[config.mk]
export PLATFORM = sky130hd
export DESIGN_NAME = mem_port_arbiter
export DESIGN_NICKNAME = d
export VERILOG_FILES = /design/src/rtl/cpu_mem_pkg.sv /design/src/rtl/arb_starve_ctr.sv /design/src/rtl/mem_port_arbiter.sv
export SDC_FILE = /design/constraint.sdc
export NUM_CORES = 1
export LEC_CHECK = 0
export ABC_AREA = 1
export CAP_MARGIN = 20
export CORE_AREA = 2 2 192 194
export DETAILED_ROUTE_END_ITERATION = 8
export DIE_AREA = 0 0 194 196
export GPL_TIMING_DRIVEN = 0
export SYNTH_ARGS = -nofsm -noshare
export SYNTH_HDL_FRONTEND = slang
export SYNTH_SLANG_ARGS = --single-unit
[constraint.sdc]
create_clock -name clk -period 8.6 [get_ports clk]
set_clock_uncertainty 0.05 [all_clocks]
set_input_delay 1.72 -clock clk [delete_from_list [all_inputs] [get_ports clk]]
set_output_delay 1.72 -clock clk [all_outputs]
set_load 0.05 [all_outputs]
[src/rtl/cpu_mem_pkg.sv]
// Shared definitions for the instruction/data memory port arbiter:
// FSM state encoding, owner tags and architectural widths.
package cpu_mem_pkg;

    localparam int XLEN = 64;
    localparam int ILEN = 32;

    typedef enum logic [1:0] {
        ST_IDLE  = 2'd0,
        ST_ISSUE = 2'd1,
        ST_WAIT  = 2'd2,
        ST_RESP  = 2'd3
    } arb_state_t;

    localparam logic OWN_IF = 1'b0;
    localparam logic OWN_D  = 1'b1;

endpackage

[src/rtl/arb_starve_ctr.sv]
// Fixed-priority (data first) arbitration with a saturating counter that
// forces a fetch win after STARVE_MAX consecutive data wins over a pending fetch.
module arb_starve_ctr
    import cpu_mem_pkg::*;
#(
    parameter  int STARVE_MAX = 4,
    localparam int SW         = $clog2(STARVE_MAX + 1)
) (
    input  logic          clk,
    input  logic          reset,
    input  logic          if_req,
    input  logic          d_req,
    input  logic          arb,
    output logic          win,
    output logic [SW-1:0] starve_cnt
);

    logic [SW-1:0] r_cnt;
    logic          w_starved;

    assign w_starved  = (r_cnt == SW'(STARVE_MAX));
    assign win        = (if_req && (!d_req || w_starved)) ? OWN_IF : OWN_D;
    assign starve_cnt = r_cnt;

    // Counter only moves on the strobe; it counts data wins that bypassed a waiting fetch.
    always_ff @(posedge clk or posedge reset) begin
        if (reset) begin
            r_cnt <= '0;
        end else if (arb) begin
            if (win == OWN_IF) begin
                r_cnt <= '0;
            end else if (if_req && !w_starved) begin
                r_cnt <= r_cnt + SW'(1);
            end
        end
    end

endmodule

[src/rtl/mem_port_arbiter.sv]
// Serialises fetch and data accesses onto one fixed-latency 64-bit memory port.
// One access in flight at a time: IDLE -> ISSUE -> (WAIT x MEM_LAT) -> RESP.
module mem_port_arbiter
    import cpu_mem_pkg::*;
#(
    parameter  int MEM_LAT    = 2,
    parameter  int STARVE_MAX = 4,
    localparam int SW         = $clog2(STARVE_MAX + 1)
) (
    input  logic            clk,
    input  logic            reset,
    input  logic            if_req,
    input  logic [XLEN-1:0] if_addr,
    output logic [ILEN-1:0] if_rdata,
    output logic            if_valid,
    output logic            if_stall,
    input  logic            d_req,
    input  logic            d_we,
    input  logic [XLEN-1:0] d_addr,
    input  logic [XLEN-1:0] d_wdata,
    output logic [XLEN-1:0] d_rdata,
    output logic            d_valid,
    output logic            d_stall,
    output logic            mem_req,
    output logic            mem_we,
    output logic [XLEN-1:0] mem_addr,
    output logic [XLEN-1:0] mem_wdata,
    input  logic [XLEN-1:0] mem_rdata,
    output logic [1:0]      dbg_state,
    output logic [SW-1:0]   dbg_starve_cnt
);

    localparam int LW = $clog2(MEM_LAT + 1);

    arb_state_t      r_state;
    arb_state_t      w_next;
    logic            w_arb;
    logic            w_win;
    logic            w_lat_done;
    logic            r_owner;
    logic [LW-1:0]   r_lat_cnt;
    logic            r_mem_req;
    logic            r_mem_we;
    logic [XLEN-1:0] r_mem_addr;
    logic [XLEN-1:0] r_mem_wdata;
    logic [ILEN-1:0] r_if_rdata;
    logic [XLEN-1:0] r_d_rdata;

    arb_starve_ctr #(.STARVE_MAX(STARVE_MAX)) u_starve (
        .clk        (clk),
        .reset      (reset),
        .if_req     (if_req),
        .d_req      (d_req),
        .arb        (w_arb),
        .win        (w_win),
        .starve_cnt (dbg_starve_cnt)
    );

    assign w_lat_done = (r_lat_cnt == LW'(MEM_LAT));

    always_ff @(posedge clk or posedge reset) begin
        if (reset) begin
            r_state <= ST_IDLE;
        end else begin
            r_state <= w_next;
        end
    end

    // Requests are looked at only in IDLE, so a request held through RESP is re-arbitrated as new.
    always_comb begin
        w_next = r_state;
        w_arb  = 1'b0;
        case (r_state)
            ST_IDLE: begin
                if (if_req || d_req) begin
                    w_arb  = 1'b1;
                    w_next = ST_ISSUE;
                end
            end
            ST_ISSUE: w_next = r_mem_we ? ST_RESP : ST_WAIT;
            ST_WAIT:  w_next = w_lat_done ? ST_RESP : ST_WAIT;
            ST_RESP:  w_next = ST_IDLE;
            default:  w_next = ST_IDLE;
        endcase
    end

    always_ff @(posedge clk or posedge reset) begin
        if (reset) begin
            r_owner     <= OWN_IF;
            r_lat_cnt   <= '0;
            r_mem_req   <= 1'b0;
            r_mem_we    <= 1'b0;
            r_mem_addr  <= '0;
            r_mem_wdata <= '0;
            r_if_rdata  <= '0;
            r_d_rdata   <= '0;
        end else begin
            r_mem_req <= w_arb;
            r_mem_we  <= w_arb && (w_win == OWN_D) && d_we;
            if (w_arb) begin
                r_owner    <= w_win;
                r_mem_addr <= (w_win == OWN_D) ? d_addr : if_addr;
                if (w_win == OWN_D) begin
                    r_mem_wdata <= d_wdata;
                end
            end
            case (r_state)
                ST_ISSUE: r_lat_cnt <= LW'(1);
                ST_WAIT: begin
                    if (w_lat_done) begin
                        if (r_owner == OWN_IF) begin
                            r_if_rdata <= mem_rdata[ILEN-1:0];
                        end else begin
                            r_d_rdata <= mem_rdata;
                        end
                    end else begin
                        r_lat_cnt <= r_lat_cnt + LW'(1);
                    end
                end
                default: ;
            endcase
        end
    end

    assign mem_req   = r_mem_req;
    assign mem_we    = r_mem_we;
    assign mem_addr  = r_mem_addr;
    assign mem_wdata = r_mem_wdata;
    assign if_rdata  = r_if_rdata;
    assign d_rdata   = r_d_rdata;
    assign if_valid  = (r_state == ST_RESP) && (r_owner == OWN_IF);
    assign d_valid   = (r_state == ST_RESP) && (r_owner == OWN_D);
    assign if_stall  = if_req && !if_valid;
    assign d_stall   = d_req && !d_valid;
    assign dbg_state = r_state;

endmodule

==> results of run 1 <==
-- registers in the layout, summed over array words and instances, names as in the netlist --
| signal | count |
|---|---|
| d_rdata | 64 |
| dbg_state | 2 |
| if_rdata | 32 |
| mem_addr | 64 |
| mem_req | 1 |
| mem_wdata | 64 |
| mem_we | 1 |
| r_lat_cnt | 2 |
| r_owner | 1 |
| u_starve.starve_cnt | 3 |
-- per-layer routing --
layer / part of all wire, % / vias up / routed length [µm]
met5: 0.067 / - / 25
met4: 2.6 / 4 / 986
met3: 8.7 / 63 / 3270
met2: 48 / 417 / 17900
met1: 41 / 4770 / 15300
li1: - / 4997 / -
-- synthesized netlist by cell type --
cell,count
buf_4,8
nand3_1,226
o21ai_0,72
nor2_1,7
inv_2,1
buf_2,42
nor2_4,1
clkbuf_1,24
buf_1,6
nand2_1,472
nand2_2,1
ha_1,8
nor2_2,1
dfrtp_1,234
o21ai_1,1
inv_1,177
-- cells by family (layout without fill, tap and decap cells) --
| logic type | Yosys count | in the layout | share of synthesized area, % |
|---|---|---|---|
| flip-flops | 234 | 234 | 56.7 |
| AO/OA/AOI/OAI | 73 | 73 | 3.54 |
| buffers and inverters | 258 | 802 | 10.2 |
| adder cells (fa/ha/maj) | 8 | 8 | 0.970 |
| AND/OR/NAND/NOR | 708 | 708 | 28.6 |
-- tightest hold or removal path, delay by kind of cell (launching register included) --
family / cells / cell delay [ns]
flops: 1 / 0.34
simple gates: 2 / 0.10
-- area by class of cell --
type / instances / share of cell area (%)
flip-flops and latches: 234 / 34.9
repair buffers: 495 / 29.6
multi-input cells: 789 / 20.4
clock buffers: 39 / 4.71
inverters: 178 / 4.02
well taps: 468 / 3.49
plain buffers: 80 / 2.28
clock inverters: 10 / 0.663
-- through the flow --
stage                     utilization, %  worst slack, ns  instances  area, µm²  hold slack, ns
after floorplan                        -            0.412       1281      10300           0.407
after global routing                46.5             3.43       2293      16800           0.437
after detailed placement            44.0             3.47       2244      15900           0.407
after global placement              43.9            -2.97       2243      15900           0.403
after CTS                           46.5             3.47       2293      16800           0.422
final                               46.5             3.48       2293      16800           0.417
-- worst max path at each step --
stage,cells after the start,slack [ns],endpoint,startpoint
6_report,4,3.48,d_stall,d_req
5_1_grt,4,3.43,d_stall,d_req
4_1_cts,4,3.47,d_stall,d_req
3_3_place_gp,2,-2.97,mem_wdata[40],reset
2_1_floorplan,1,0.41,d_rdata[0],reset
3_5_place_dp,4,3.47,d_stall,d_req
-- where the power goes --
part / switching [mW] / internal [mW] / leakage (nW)
Sequential: 0.319 / 1.66 / 2.81
Combinational: 3.00 / 1.37 / 5.19
Clock: 0.463 / 0.696 / 0.438
==> reports/results.ini, run 1 <==
[outcome]
outcome = completed

[logic_synthesis]
synth_seq_cells = 234
synth.top_cells.by_area = dfrtp_1, nand2_1, nand3_1
ys_warn_count = 0
synth_cell_types = 16
syn-num-nets = 1550
synth_top_area_share_pct = 56.7
ys_seq_area_share_pct = 56.7
syn_inst = 1281
synth_top_area_cell = dfrtp_1
synth_area_per_cell_um2 = 8.06
netlist_area_mm2 = 0.0103

[grt]
grt_max_degree = 123
grt_pass1_wl_mm = 58.0
grt_use_met3_pct = 5.69
grt.total_usage_pct = 19.1
grt_pass1_vias = 10277
busiest_layer = met2
met1_usage_pct = 23.4
use_met2_pct = 32.5
grt_remaining_overflow = 0
antenna_found_initial = 2

[die]
initial_utilization_pct = 28.6
io_pins = 496
die-height_um = 196
die_area_mm2 = 0.0380
rows = 70
fp.coreArea_mm2 = 0.0361
dieWidth_um = 194

[route]
routed_wl_mm = 37.5
vias = 10251
vias_per_cell = 4.47
drtIter0Drc = 378
postRouteAntennaNets = 0
firstDrtPassIters = 4
wl_per_cell_um = 16.4
drc_errors = 0

[worst_hold_path]
hold-path-cell-count = 2
hold_start = mem_wdata[43]
min_to = mem_wdata[43]
hold_path.class = flop to flop

[critical_path]
crit_fanout = 6
path_cells = clkdlybuf4s50_1 -> inv_1 -> nor2_1 -> clkdlybuf4s50_1
crit_buf_inv = 3
cpPeakStageDelay_ns = 0.80
cp.required_ns = 6.83
end_kind = output port
cpLargestDelayFamily = buffers and inverters
crit_arrival_ns = 3.35
r2r-end = if_rdata[21]
setup.worst_path.class = input pin to output port
cpMaxStageDelayCell = clkdlybuf4s50_1
rrSetupSlack_ns = 6.53
critPathLaunchType = input pin
cpMostUsedCell = clkdlybuf4s50_1
rr_startpoint = dbg_state[0]
worst_r2r_path_depth = 8

[final_layout]
drive_gt1_share_pct = 5.48
multi_input_area_mm2 = 0.00342
nFillCells = 3571
seq_area_mm2 = 0.00586
syn2layout_area_growth_pct = 62.6
final_cell_mix = clkdlybuf4s50_1, nand2_1, dfrtp_1
layout_commonest_cell = clkdlybuf4s50_1
nets = 2074
n_antenna_cell = 0

[timing]
setup_viol = 0
rsz0062_at_grt = false
max_freq_ghz = 0.195
hold_violations = 0
finalSetupTns_ns = 0
tightest_slew_ns = 0.829
period_share_pct = 59.6
slew_violations = 0
max-slew-margin-rel_pct = 44.7
fin_crit_ns = 5.12

[placement]
port_buffers = 494
dp_hpwl_mm = 28.8
place_congestion = 0.920

[clocking]
numCtsBuffers = 27
post_cts_resized = 0
path_clk_slew_ns = 0.06
cts-root-buf = clkbuf_16
holdBufCountCts = 0
cts.sink_count = 234
cts_tree = done
cts-htree-levels = 1
cts.path.max_buffers = 3
clk_latency_ns = 0.53
cts_setup_buffers = 0

[power]
power_mw = 7.51
leakage_nw = 8.44
vdd_ir_drop_max_v = 0.000247
power_density_mw_per_mm2 = 447

[run]
maxCapViolCount = 0

No activity file was read; power rests on OpenSTA's default activity.
==> run 2, diff against run 1 <==
clock period = 4.4 ns   (was 8.6 ns; I/O delays follow)
==> run 2 against run 1 <==
Register-to-register slack worse by 4.2 ns. First-iteration DRC count increased by 15%. Combinational power up 95%. Clock power increased by 90%. Cell count about the same. Routed wire length increased by 0.17%. Design area grew 0.30%.
==> reports/results.ini, run 2 (synthesis gave the netlist of run 1 again) <==
[critical_path]
cp.required_ns = 3.47
rrSetupSlack_ns = 2.33
end_kind = output port
crit_fanout = 6
crit_arrival_ns = 2.54
critPathLaunchType = input pin
setup.worst_path.class = input pin to output port

[placement]
port_buffers = 494
place_congestion = 0.968
dp_hpwl_mm = 29.5
dp.cells = 2249
place_area_mm2 = 0.0160

[route]
wl_per_cell_um = 16.4
vias_per_cell = 4.47
top_layer = met5
drtIter0Drc = 436
wl_met2_mm = 18.4
met1Wirelength_mm = 14.9
firstDrtPassIters = 5
vias = 10265
postRouteAntennaNets = 0
drc_errors = 0
routed_wl_mm = 37.6
wl_met3_mm = 3.12

[grt]
grt_remaining_overflow = 0
grt_pass1_wl_mm = 58.6
grt_max_degree = 42
grt.total_usage_pct = 19.3
grt_pass1_vias = 10398
antenna_found_initial = 1

[die]
initial_utilization_pct = 28.6
rows = 70
io_pins = 496
dieWidth_um = 194
fp.coreArea_mm2 = 0.0361
die-height_um = 196
die_area_mm2 = 0.0380

[power]
leakage_nw = 8.47
vdd_ir_drop_max_v = 0.000571
power_density_mw_per_mm2 = 867
power_mw = 14.6

[timing]
tightest_slew_ns = 0.682
max_freq_ghz = 0.289
rsz0062_at_grt = false
fin_crit_ns = 3.47
timing.hold.ws_ns = 0.417
period_share_pct = 78.8
max-slew-margin-rel_pct = 54.4
hold_violations = 0
slew_violations = 0
setup_viol = 0

[final_layout]
nFillCells = 3587
syn2layout_area_growth_pct = 63.1
n_antenna_cell = 0
nets = 2078
final_area_mm2 = 0.0168
final_cell_mix = clkdlybuf4s50_1, nand2_1, dfrtp_1
finalNonFillerCells = 2295
drive_gt1_share_pct = 5.47
layout_commonest_cell = clkdlybuf4s50_1
post-route-util_pct = 46.7

[clocking]
cts.sink_count = 234
cts-htree-levels = 1
numCtsBuffers = 26
cts_tree = done
clk_latency_ns = 0.53
holdBufCountCts = 0
path_clk_slew_ns = 0.06
post_cts_resized = 0
cts-root-buf = clkbuf_16
cts.path.max_buffers = 3
cts_setup_buffers = 0

[worst_hold_path]
hold_path.class = flop to flop

[outcome]
outcome = completed

[run]
maxCapViolCount = 0

==> run 2: critical path, stage by stage <==
cell,delay (ns)
clkdlybuf4s50_1,0.67
inv_1,0.07
nor2_1,0.11
clkdlybuf4s50_1,0.81
==> run 2: layer usage <==
metal / vias up / GRT usage (%)
met2: 405 / 33.9
met5: - / 0
met3: 71 / 5.28
met1: 4784 / 23.0
met4: 2 / 5.84
li1: 5003 / -
==> run 2: path summary, 6_finish.rpt <==
check                                  startpoint       endpoint  cells past startpoint
setup / recovery                            d_req        d_stall                      4
hold / removal                      mem_wdata[49]  mem_wdata[49]                      2
setup reg to reg           u_starve.starve_cnt[0]    mem_addr[3]                     10
hold reg to reg                     mem_wdata[49]  mem_wdata[49]                      2
max in group asynchronous                   reset  mem_wdata[16]                      5
min in group asynchronous                   reset   mem_addr[52]                      2
==> run 2: cell type report <==
| type | instances | area, µm² | area share, % |
|---|---|---|---|
| clock buffer | 37 | 732 | 4.35 |
| inverter | 178 | 672 | 3.99 |
| clock inverter | 9 | 131 | 0.780 |
| timing repair buffer | 500 | 5060 | 30.1 |
| tap | 468 | 586 | 3.48 |
| buffer | 80 | 383 | 2.27 |
| sequential | 234 | 5860 | 34.8 |
| multi-input combinational | 789 | 3420 | 20.3 |
==> run 2: metrics by stage <==
stage | setup TNS [ns] | setup WS (ns)
2_1_floorplan | 0 | 0.406
3_3_place_gp | -354.59 | -1.54
6_report | 0 | 0.934
3_5_place_dp | 0 | 0.916
5_1_grt | 0 | 0.900
4_1_cts | 0 | 0.916
==> run 2: report_power, final <==
part           total [mW]  internal [mW]  switching, mW
sequential           3.85           3.24          0.609
clock                2.20           1.33          0.873
combinational        8.54           2.68           5.86
total                14.6           7.25           7.34
==> run 3, diff against run 2 <==
clock period = 2.9 ns   (was 4.4 ns; I/O delays follow)
==> run 3 against run 2 <==
Die area did not move. Sequential cell count stayed put. Critical path depth up 1. Via count about the same. Core utilization about the same. Global-route usage stayed put.
==> reports/results.ini, run 3 (synthesis gave the netlist of run 1 again) <==
[outcome]
outcome = completed

[power]
swShare_pct = 50.3
internal_power_mw = 11.0
combPwrFrac_pct = 58.5
leakage_nw = 8.48
vdd_ir_drop_max_v = 0.000866
power_mw = 22.1
pwr-share-seq_pct = 26.4
power_density_mw_per_mm2 = 1310
p_sw_mw = 11.1
clkPwrFrac_pct = 15.1

[route]
vias = 10255
postRouteAntennaNets = 0
met1Wirelength_mm = 15.0
drc_errors = 0
vias_per_cell = 4.47
drtIter0Drc = 436
top_layer = met5
wl_met3_mm = 3.12
wl_per_cell_um = 16.4
firstDrtPassIters = 5
wl_met2_mm = 18.4
routed_wl_mm = 37.6

[die]
initial_utilization_pct = 28.6
rows = 70
die_area_mm2 = 0.0380
fp.coreArea_mm2 = 0.0361
io_pins = 496
dieWidth_um = 194
die-height_um = 196

[grt]
grt_pass1_vias = 10398
grt_max_degree = 42
grt.total_usage_pct = 19.3
antenna_found_initial = 1
grt_remaining_overflow = 0
grt_pass1_wl_mm = 58.6

[clocking]
numCtsBuffers = 26
cts.path.max_buffers = 3
cts-htree-levels = 1
cts-root-buf = clkbuf_16
path_clk_slew_ns = 0.06
clk_latency_ns = 0.53
cts_tree = done
holdBufCountCts = 0
cts.sink_count = 234
cts_setup_buffers = 0

[timing]
tightest_slew_ns = 0.682
setup_ws_ns = 0.0690
max-slew-margin-rel_pct = 54.4
max_freq_ghz = 0.353
period_share_pct = 97.6
setup_viol = 0
hold_violations = 0
fin_crit_ns = 2.83
finalSetupTns_ns = 0
slew_violations = 0
rsz0062_at_grt = false

[critical_path]
end_kind = output port
setup.worst_path.class = flop to output port
critPathLaunchType = flop
cp.required_ns = 2.27
crit_arrival_ns = 2.20
crit_fanout = 4

[final_layout]
n_antenna_cell = 0
seq_area_mm2 = 0.00586
drive_gt1_share_pct = 5.47
nFillCells = 3587
final_cell_mix = clkdlybuf4s50_1, nand2_1, dfrtp_1
syn2layout_area_growth_pct = 63.1
layout_commonest_cell = clkdlybuf4s50_1
multi_input_area_mm2 = 0.00342
nets = 2078

[placement]
place_ws_ns = 0.0164
dp_hpwl_mm = 29.5
port_buffers = 494
place_congestion = 0.968

[worst_hold_path]
hold_path.class = input pin to async pin

[run]
maxCapViolCount = 0

==> run 3: path summary, 6_finish.rpt <==
check | start | endpoint | slack [ns] | depth (start not counted)
max | dbg_state[0] | if_stall | 0.07 | 5
min | reset | mem_addr[52] | 0.36 | 2
max reg2reg | u_starve.starve_cnt[0] | mem_addr[3] | 0.83 | 10
min reg2reg | mem_wdata[49] | mem_wdata[49] | 0.42 | 2
max in group asynchronous | reset | mem_wdata[16] | 1.40 | 5
min in group clk | mem_wdata[49] | mem_wdata[49] | 0.42 | 2
==> run 3: repair_timing <==
action                     4_1_cts  5_1_grt
hold endpoints to repair         0        0
resized for setup                0        1
setup endpoints to repair        0        1
==> run 3: layout make-up <==
class                      instances  share of cell area [%]
buffer                            80                    2.27
clock buffer                      37                    4.35
clock inverter                     9                   0.780
inverter                         178                    3.99
multi-input combinational        789                    20.3
sequential                       234                    34.8
tap                              468                    3.48
timing repair buffer             500                    30.1
==> run 3: critical path, stage by stage (launching register included) <==
cell and delay (ns):
dfrtp_1 0.41, ha_1 0.24, inv_1 0.06, nor2_1 0.04, nor2_1 0.08, clkdlybuf4s50_1 0.83
==> run 3: per-stage QoR <==
stage / std cells / utilization (%) / instance area [µm²] / hold WS (ns)
after floorplan: 1281 / - / 10300 / 0.407
after global placement: 2243 / 43.9 / 15900 / 0.404
after detailed placement: 2249 / 44.3 / 16000 / 0.408
after CTS: 2295 / 46.7 / 16800 / 0.340
after global routing: 2295 / 46.7 / 16800 / 0.380
final: 2295 / 46.7 / 16800 / 0.356
==> run 3: power groups by stage <==
stage	combinational, mW	clock (mW)	sequential, mW
finish	13.0	3.34	5.84
global route	13.7	3.58	6.04
CTS	13.1	3.46	5.84
detailed placement	13.1	0	5.85
global placement	13.0	0	5.83
floorplan	2.58	0	11.4
==> run 3: per-layer routing <==
metal,global-route usage [%],up-vias
met3,5.28,71
li1,-,5003
met1,23.0,4776
met5,0,-
met4,5.84,2
met2,33.9,403
